==> src/rtl/register_write_arbiter_pkg.sv <==
// Shared types and constants for the two-requester register write arbiter.
package register_write_arbiter_pkg;

    typedef enum logic [1:0] {IDLE, GRANT, WRITE} state_t;

    localparam int unsigned REQ_A = 0;
    localparam int unsigned REQ_B = 1;

    localparam logic TARGET_FIRST  = 1'b0;
    localparam logic TARGET_SECOND = 1'b1;

    function automatic logic [7:0] sat_inc(input logic [7:0] value);
        return (value == 8'hFF) ? value : value + 8'd1;
    endfunction

endpackage

==> src/rtl/register_write_arbiter_picker.sv <==
// Combinational round-robin choice between requesters A and B.
module round_robin_picker
    import register_write_arbiter_pkg::*;
(
    input  logic [1:0] request,
    input  logic       pointer,
    output logic [1:0] winner,
    output logic       valid
);

    // pointer = 0 favours A, 1 favours B; a lone requester always wins
    always_comb begin
        winner = '0;
        valid  = |request;
        if (request[REQ_A] && (!request[REQ_B] || pointer == 1'b0))
            winner[REQ_A] = 1'b1;
        else if (request[REQ_B])
            winner[REQ_B] = 1'b1;
    end

endmodule

==> src/rtl/register_write_arbiter.sv <==
// Round-robin write arbiter for a shared register pair with confirm timeout.
// Define REGISTER_WRITE_COUNT_EN to add saturating strobe/timeout counters.
module register_write_arbiter
    import register_write_arbiter_pkg::*;
#(
    parameter int unsigned WIDTH         = 4,
    parameter int unsigned TIMEOUT       = 15,
    parameter int unsigned TIMEOUT_WIDTH = 4
) (
    input  logic             clock,
    input  logic             reset_n,
    input  logic [1:0]       request,
    input  logic [1:0]       confirm,
    input  logic [1:0]       target,
    input  logic [WIDTH-1:0] data_a_in,
    input  logic [WIDTH-1:0] data_b_in,
    output logic [1:0]       grant,
    output logic             busy,
    output logic [WIDTH-1:0] data_out,
    output logic             first_enable,
    output logic             second_enable,
`ifdef REGISTER_WRITE_COUNT_EN
    output logic [7:0]       first_write_count,
    output logic [7:0]       second_write_count,
    output logic [7:0]       timeout_count,
`endif
    output logic             timeout_flag
);

    localparam logic [TIMEOUT_WIDTH-1:0] LAST_WAIT = TIMEOUT_WIDTH'(TIMEOUT - 1);

    state_t                   state;
    logic                     pointer;
    logic                     owner;
    logic                     captured_target;
    logic [TIMEOUT_WIDTH-1:0] wait_count;
    logic [1:0]               winner;
    logic                     valid;

    round_robin_picker picker (
        .request (request),
        .pointer (pointer),
        .winner  (winner),
        .valid   (valid)
    );

    always_ff @(posedge clock or negedge reset_n) begin
        if (!reset_n) begin
            state           <= IDLE;
            grant           <= '0;
            busy            <= 1'b0;
            data_out        <= '0;
            first_enable    <= 1'b0;
            second_enable   <= 1'b0;
            timeout_flag    <= 1'b0;
            pointer         <= 1'b0;
            owner           <= 1'b0;
            captured_target <= 1'b0;
            wait_count      <= '0;
        end else begin
            first_enable  <= 1'b0;
            second_enable <= 1'b0;
            timeout_flag  <= 1'b0;
            case (state)
                IDLE: begin
                    if (valid) begin
                        state      <= GRANT;
                        grant      <= winner;
                        owner      <= winner[REQ_B];
                        wait_count <= '0;
                        busy       <= 1'b1;
                    end
                end
                GRANT: begin
                    // withdrawal outranks confirm; confirm outranks timeout
                    if (!request[owner]) begin
                        state <= IDLE;
                        grant <= '0;
                        busy  <= 1'b0;
                    end else if (confirm[owner]) begin
                        state           <= WRITE;
                        grant           <= '0;
                        data_out        <= owner ? data_b_in : data_a_in;
                        captured_target <= target[owner];
                    end else if (wait_count == LAST_WAIT) begin
                        state        <= IDLE;
                        grant        <= '0;
                        busy         <= 1'b0;
                        timeout_flag <= 1'b1;
                        pointer      <= ~owner;
                    end else begin
                        wait_count <= wait_count + 1'b1;
                    end
                end
                WRITE: begin
                    // first WRITE cycle raises the strobe, second retires it
                    if (first_enable || second_enable) begin
                        state   <= IDLE;
                        busy    <= 1'b0;
                        pointer <= ~owner;
                    end else begin
                        first_enable  <= (captured_target == TARGET_FIRST);
                        second_enable <= (captured_target == TARGET_SECOND);
                    end
                end
                default: state <= IDLE;
            endcase
        end
    end

`ifdef REGISTER_WRITE_COUNT_EN
    always_ff @(posedge clock or negedge reset_n) begin
        if (!reset_n) begin
            first_write_count  <= '0;
            second_write_count <= '0;
            timeout_count      <= '0;
        end else begin
            if (first_enable)  first_write_count  <= sat_inc(first_write_count);
            if (second_enable) second_write_count <= sat_inc(second_write_count);
            if (timeout_flag)  timeout_count      <= sat_inc(timeout_count);
        end
    end
`endif

endmodule

==> config.mk <==
export PLATFORM = sky130hd
export DESIGN_NAME = register_write_arbiter
export DESIGN_NICKNAME = d
export VERILOG_FILES = /design/src/rtl/register_write_arbiter_pkg.sv /design/src/rtl/register_write_arbiter_picker.sv /design/src/rtl/register_write_arbiter.sv
export SDC_FILE = /design/constraint.sdc
export NUM_CORES = 1
export LEC_CHECK = 0
export CAP_MARGIN = 30
export CELL_PAD_IN_SITES_DETAIL_PLACEMENT = 0
export CELL_PAD_IN_SITES_GLOBAL_PLACEMENT = 1
export CORE_MARGIN = 5
export CORE_UTILIZATION = 37
export CTS_CLUSTER_DIAMETER = 200
export DETAILED_ROUTE_END_ITERATION = 16
export HOLD_SLACK_MARGIN = 0.06
export PLACE_DENSITY_LB_ADDON = 0.1
export RECOVER_POWER = 25
export SYNTH_ARGS = -nofsm -noshare
export SYNTH_HDL_FRONTEND = slang
export SYNTH_SLANG_ARGS = --single-unit
==> constraint.sdc <==
create_clock -name clock -period 1.9 [get_ports clock]
set_input_delay 0.38 -clock clock [delete_from_list [all_inputs] [get_ports clock]]
set_output_delay 0.38 -clock clock [all_outputs]
set_load 0.05 [all_outputs]
==> impl_metrics.yaml <==
power:
  switchingPower_uw: 1030
  leakage_uw: 0.000724
  comb_power_share: 0.619
  design_power_total_uw: 2270
  irDropWorstVdd_mv: 0.996
  switching_share: 0.453
  p_clk_frac: 0.089
  p_per_area_mw_per_mm2: 1500
  seqPwrFrac: 0.292
  internal-power_uw: 1240
synth:
  netlist_area_mm2: 0.00109
  synth_compound_area_frac: 0.171
  yosys.area_share.simple: 0.189
  ys_top_cells_by_count: "dfrtp_1, a21oi_1, nand2_1, nor2_1, inv_1"
  yosysUniqueCellTypes: 31
  synth_top_family_by_area: "simple AND/OR/NAND/NOR gates"
  synth.top_cells.by_area: "dfrtp_1, mux2i_1, ha_1, a21oi_1, nand2_1"
  synth_xor_area_frac: 0
  synth_mux_area_frac: 0.0839
  yosysSeqAreaShare: 0.437
  synth-seq-cells: 19
  syn_nets: 131
  synth.avg_cell_area_um2: 9.99
  async_flop_share: 1.00
  yosysWarningCount: 0
  yosys.area.top_type_share: 0.437
  yosysTopAreaCell: "dfrtp_1"
  ys.flop_type: "dfrtp_1"
  postSynthCellCount: 109
  synth_fa_ha_area_frac: 0.0690
  synth_edf_count: 0
  yosysMostFrequentCell: "dfrtp_1"
global_routing:
  grt_overflow: 0
  grt_max_degree: 20
  antenna_found_initial: 0
  grt_pass1_wl_um: 4270
  grt_pass1_vias: 925
  track_usage: 0.131
routing:
  wl_per_cell_um: 13.7
  met2_wirelength_um: 1140
  viasPerCell: 4.92
  firstDrtPassIters: 4
  top_layer: "met4"
  ant_nets: 0
  drt_iter0_drc: 30
  vias: 906
  wl_met1_um: 1250
  drcViolationCount: 0
  wl_met3_um: 125
  routed_wirelength_um: 2520
clocking:
  clock_sinks: 19
  hold_buffers: 0
  clk_latency_ps: 290
  cts_buffer_depth: 2
  cts_tree: "built"
  path_clk_slew_ps: 100
  cts_buffers: 3
  cts-root-buf: "clkbuf_4"
  htree_num_levels: 1
sta:
  max_freq_ghz: 0.543
  fin_worst_skew_ps: 8.62
  tightest_slew_ps: 1050
  drv_slew: 0
  period_share: 0.970
  slew_headroom: 0.303
  whs_ps: 449
  hold_violations: 0
  setup_viol: 0
  period_needed_ps: 1840
critical_path:
  reg2reg_to: "busy"
  worstSetupStartpointType: "register"
  worstPathBufferInverterCount: 1
  critPathLaunch: "data_out[3]"
  worst-path-stages: 1
  crit_chain: "clkdlybuf4s50_1"
  worstPathRequired_ps: 1520
  r2r_start: "state[1]"
  cp_slowest_cell: "clkdlybuf4s50_1"
  worstRegToRegCells: 6
  path_class: "register to primary output"
  endpoint: "data_out[3]"
  reg2reg_setup_slack_ps: 110
  critical_path.max_stage_delay_ps: 810
  worst-path-max-fanout: 2
  cp.arrival_ps: 1460
  cp_top_family: "buffers and inverters"
  end_kind: "primary output"
cells_and_area:
  antenna_cells: 0
  fill_cells: 263
  final_core_util: 0.543
  finish.net_count: 176
  drive_above_1_share: 0.222
  syn_to_final_growth_pct: 38.6
placement:
  place.gp.congestion: 0.837
  dp_hpwl_um: 1990
  port_buffers: 25
die:
  ios: 26
  initial_core_util: 0.391
  rows: 19
  fp.dieH_um: 64.2
  die-area_mm2: 0.00413
  dieWidth_um: 64.2
  coreArea_mm2: 0.00278
worst_hold_path:
  hold_depth: 1
  min_path_type: "register to register"
flow_run:
  max_cap_violations: 0
run_status:
  outcome: "finished clean"
-- cell families (layout without fill, tap and decap cells) --
group / count (synthesis) / after routing
DFF: 19 / 19
buffers and inverters: 12 / 56
muxes: 9 / 9
adders and majority gates: 6 / 6
AOI/OAI and AO/OA: 26 / 26
and+or+nand+nor: 37 / 37
-- power by group through the flow --
stage | logic, µW | registers, µW | clock network (µW)
6_report | 1400 | 663 | 203
2_1_floorplan | 685 | 906 | 0
5_1_grt | 1540 | 690 | 233
3_5_place_dp | 1380 | 675 | 0
4_1_cts | 1380 | 669 | 216
3_3_place_gp | 1360 | 670 | 0
-- worst min path at each step --
stage / to / start
global route: first_enable / captured_target
CTS: wait_count[2] / reset_n
detailed placement: first_enable / captured_target
global placement: first_enable / captured_target
floorplan: busy / reset_n
finish: first_enable / captured_target
-- cells in the final DEF (no fill, tap or decap) --
cell type / instances
buf_4: 22
dfrtp_1: 19
clkdlybuf4s50_1: 17
a21oi_1: 11
nand2_1: 10
nor2_1: 10
inv_1: 9
mux2i_1: 8
ha_1: 5
nor3b_1: 4
or2_2: 3
clkbuf_4: 3
nand3_1: 2
o22ai_1: 2
o21ai_0: 2
a311oi_1: 2
a31oi_1: 2
o2bb2ai_1: 2
clkbuf_1: 2
dlymetal6s2s_1: 2
and3b_4: 1
nor3b_4: 1
and2_1: 1
nand2b_1: 1
and3_1: 1
o211ai_4: 1
a21oi_2: 1
nor2b_1: 1
nor4b_1: 1
a211oi_1: 1
or3_1: 1
a311oi_2: 1
mux2_1: 1
o2111ai_1: 1
ha_2: 1
dlygate4sd3_1: 1
-- registers in the layout (all words and copies together) (netlist names) --
signal           count
timeout_flag         1
state                2
owner                1
grant                2
wait_count           4
first_enable         1
data_out             4
captured_target      1
busy                 1
second_enable        1
pointer              1
-- metrics by stage --
| stage | setup TNS, ps | area [µm²] | setup slack, ps | instances |
|---|---|---|---|---|
| 5_1_grt | -0.873 | 1510 | -0.873 | 184 |
| 4_1_cts | 0 | 1490 | 28.0 | 182 |
| 3_5_place_dp | -376 | 1460 | -88.8 | 178 |
| 6_report | 0 | 1510 | 56.9 | 184 |
| 2_1_floorplan | 0 | 1090 | 230 | 109 |
| 3_3_place_gp | -72.2 | 1460 | -44.7 | 178 |
-- routing by layer --
layer  vias up  GRT usage
met5         -          0
met2        20      0.194
met4         0     0.0458
li1        470          -
met1       414      0.183
met3         2     0.0333
-- timing repair --
action,4_1_cts,5_1_grt
setup endpoints to repair,0,4
resized for setup,0,3
setup buffers,0,2
endpoints found under the hold margin,0,0
-- area by class of cell --
type	count	area, µm²	area share
clock buffer	4	26.3	0.0174
inverter	9	33.8	0.0224
multi-input combinational	78	561	0.371
sequential	19	475	0.315
tap	31	38.8	0.0257
timing repair buffer	43	374	0.248
Note: power is estimated with default switching activity, not from simulation.
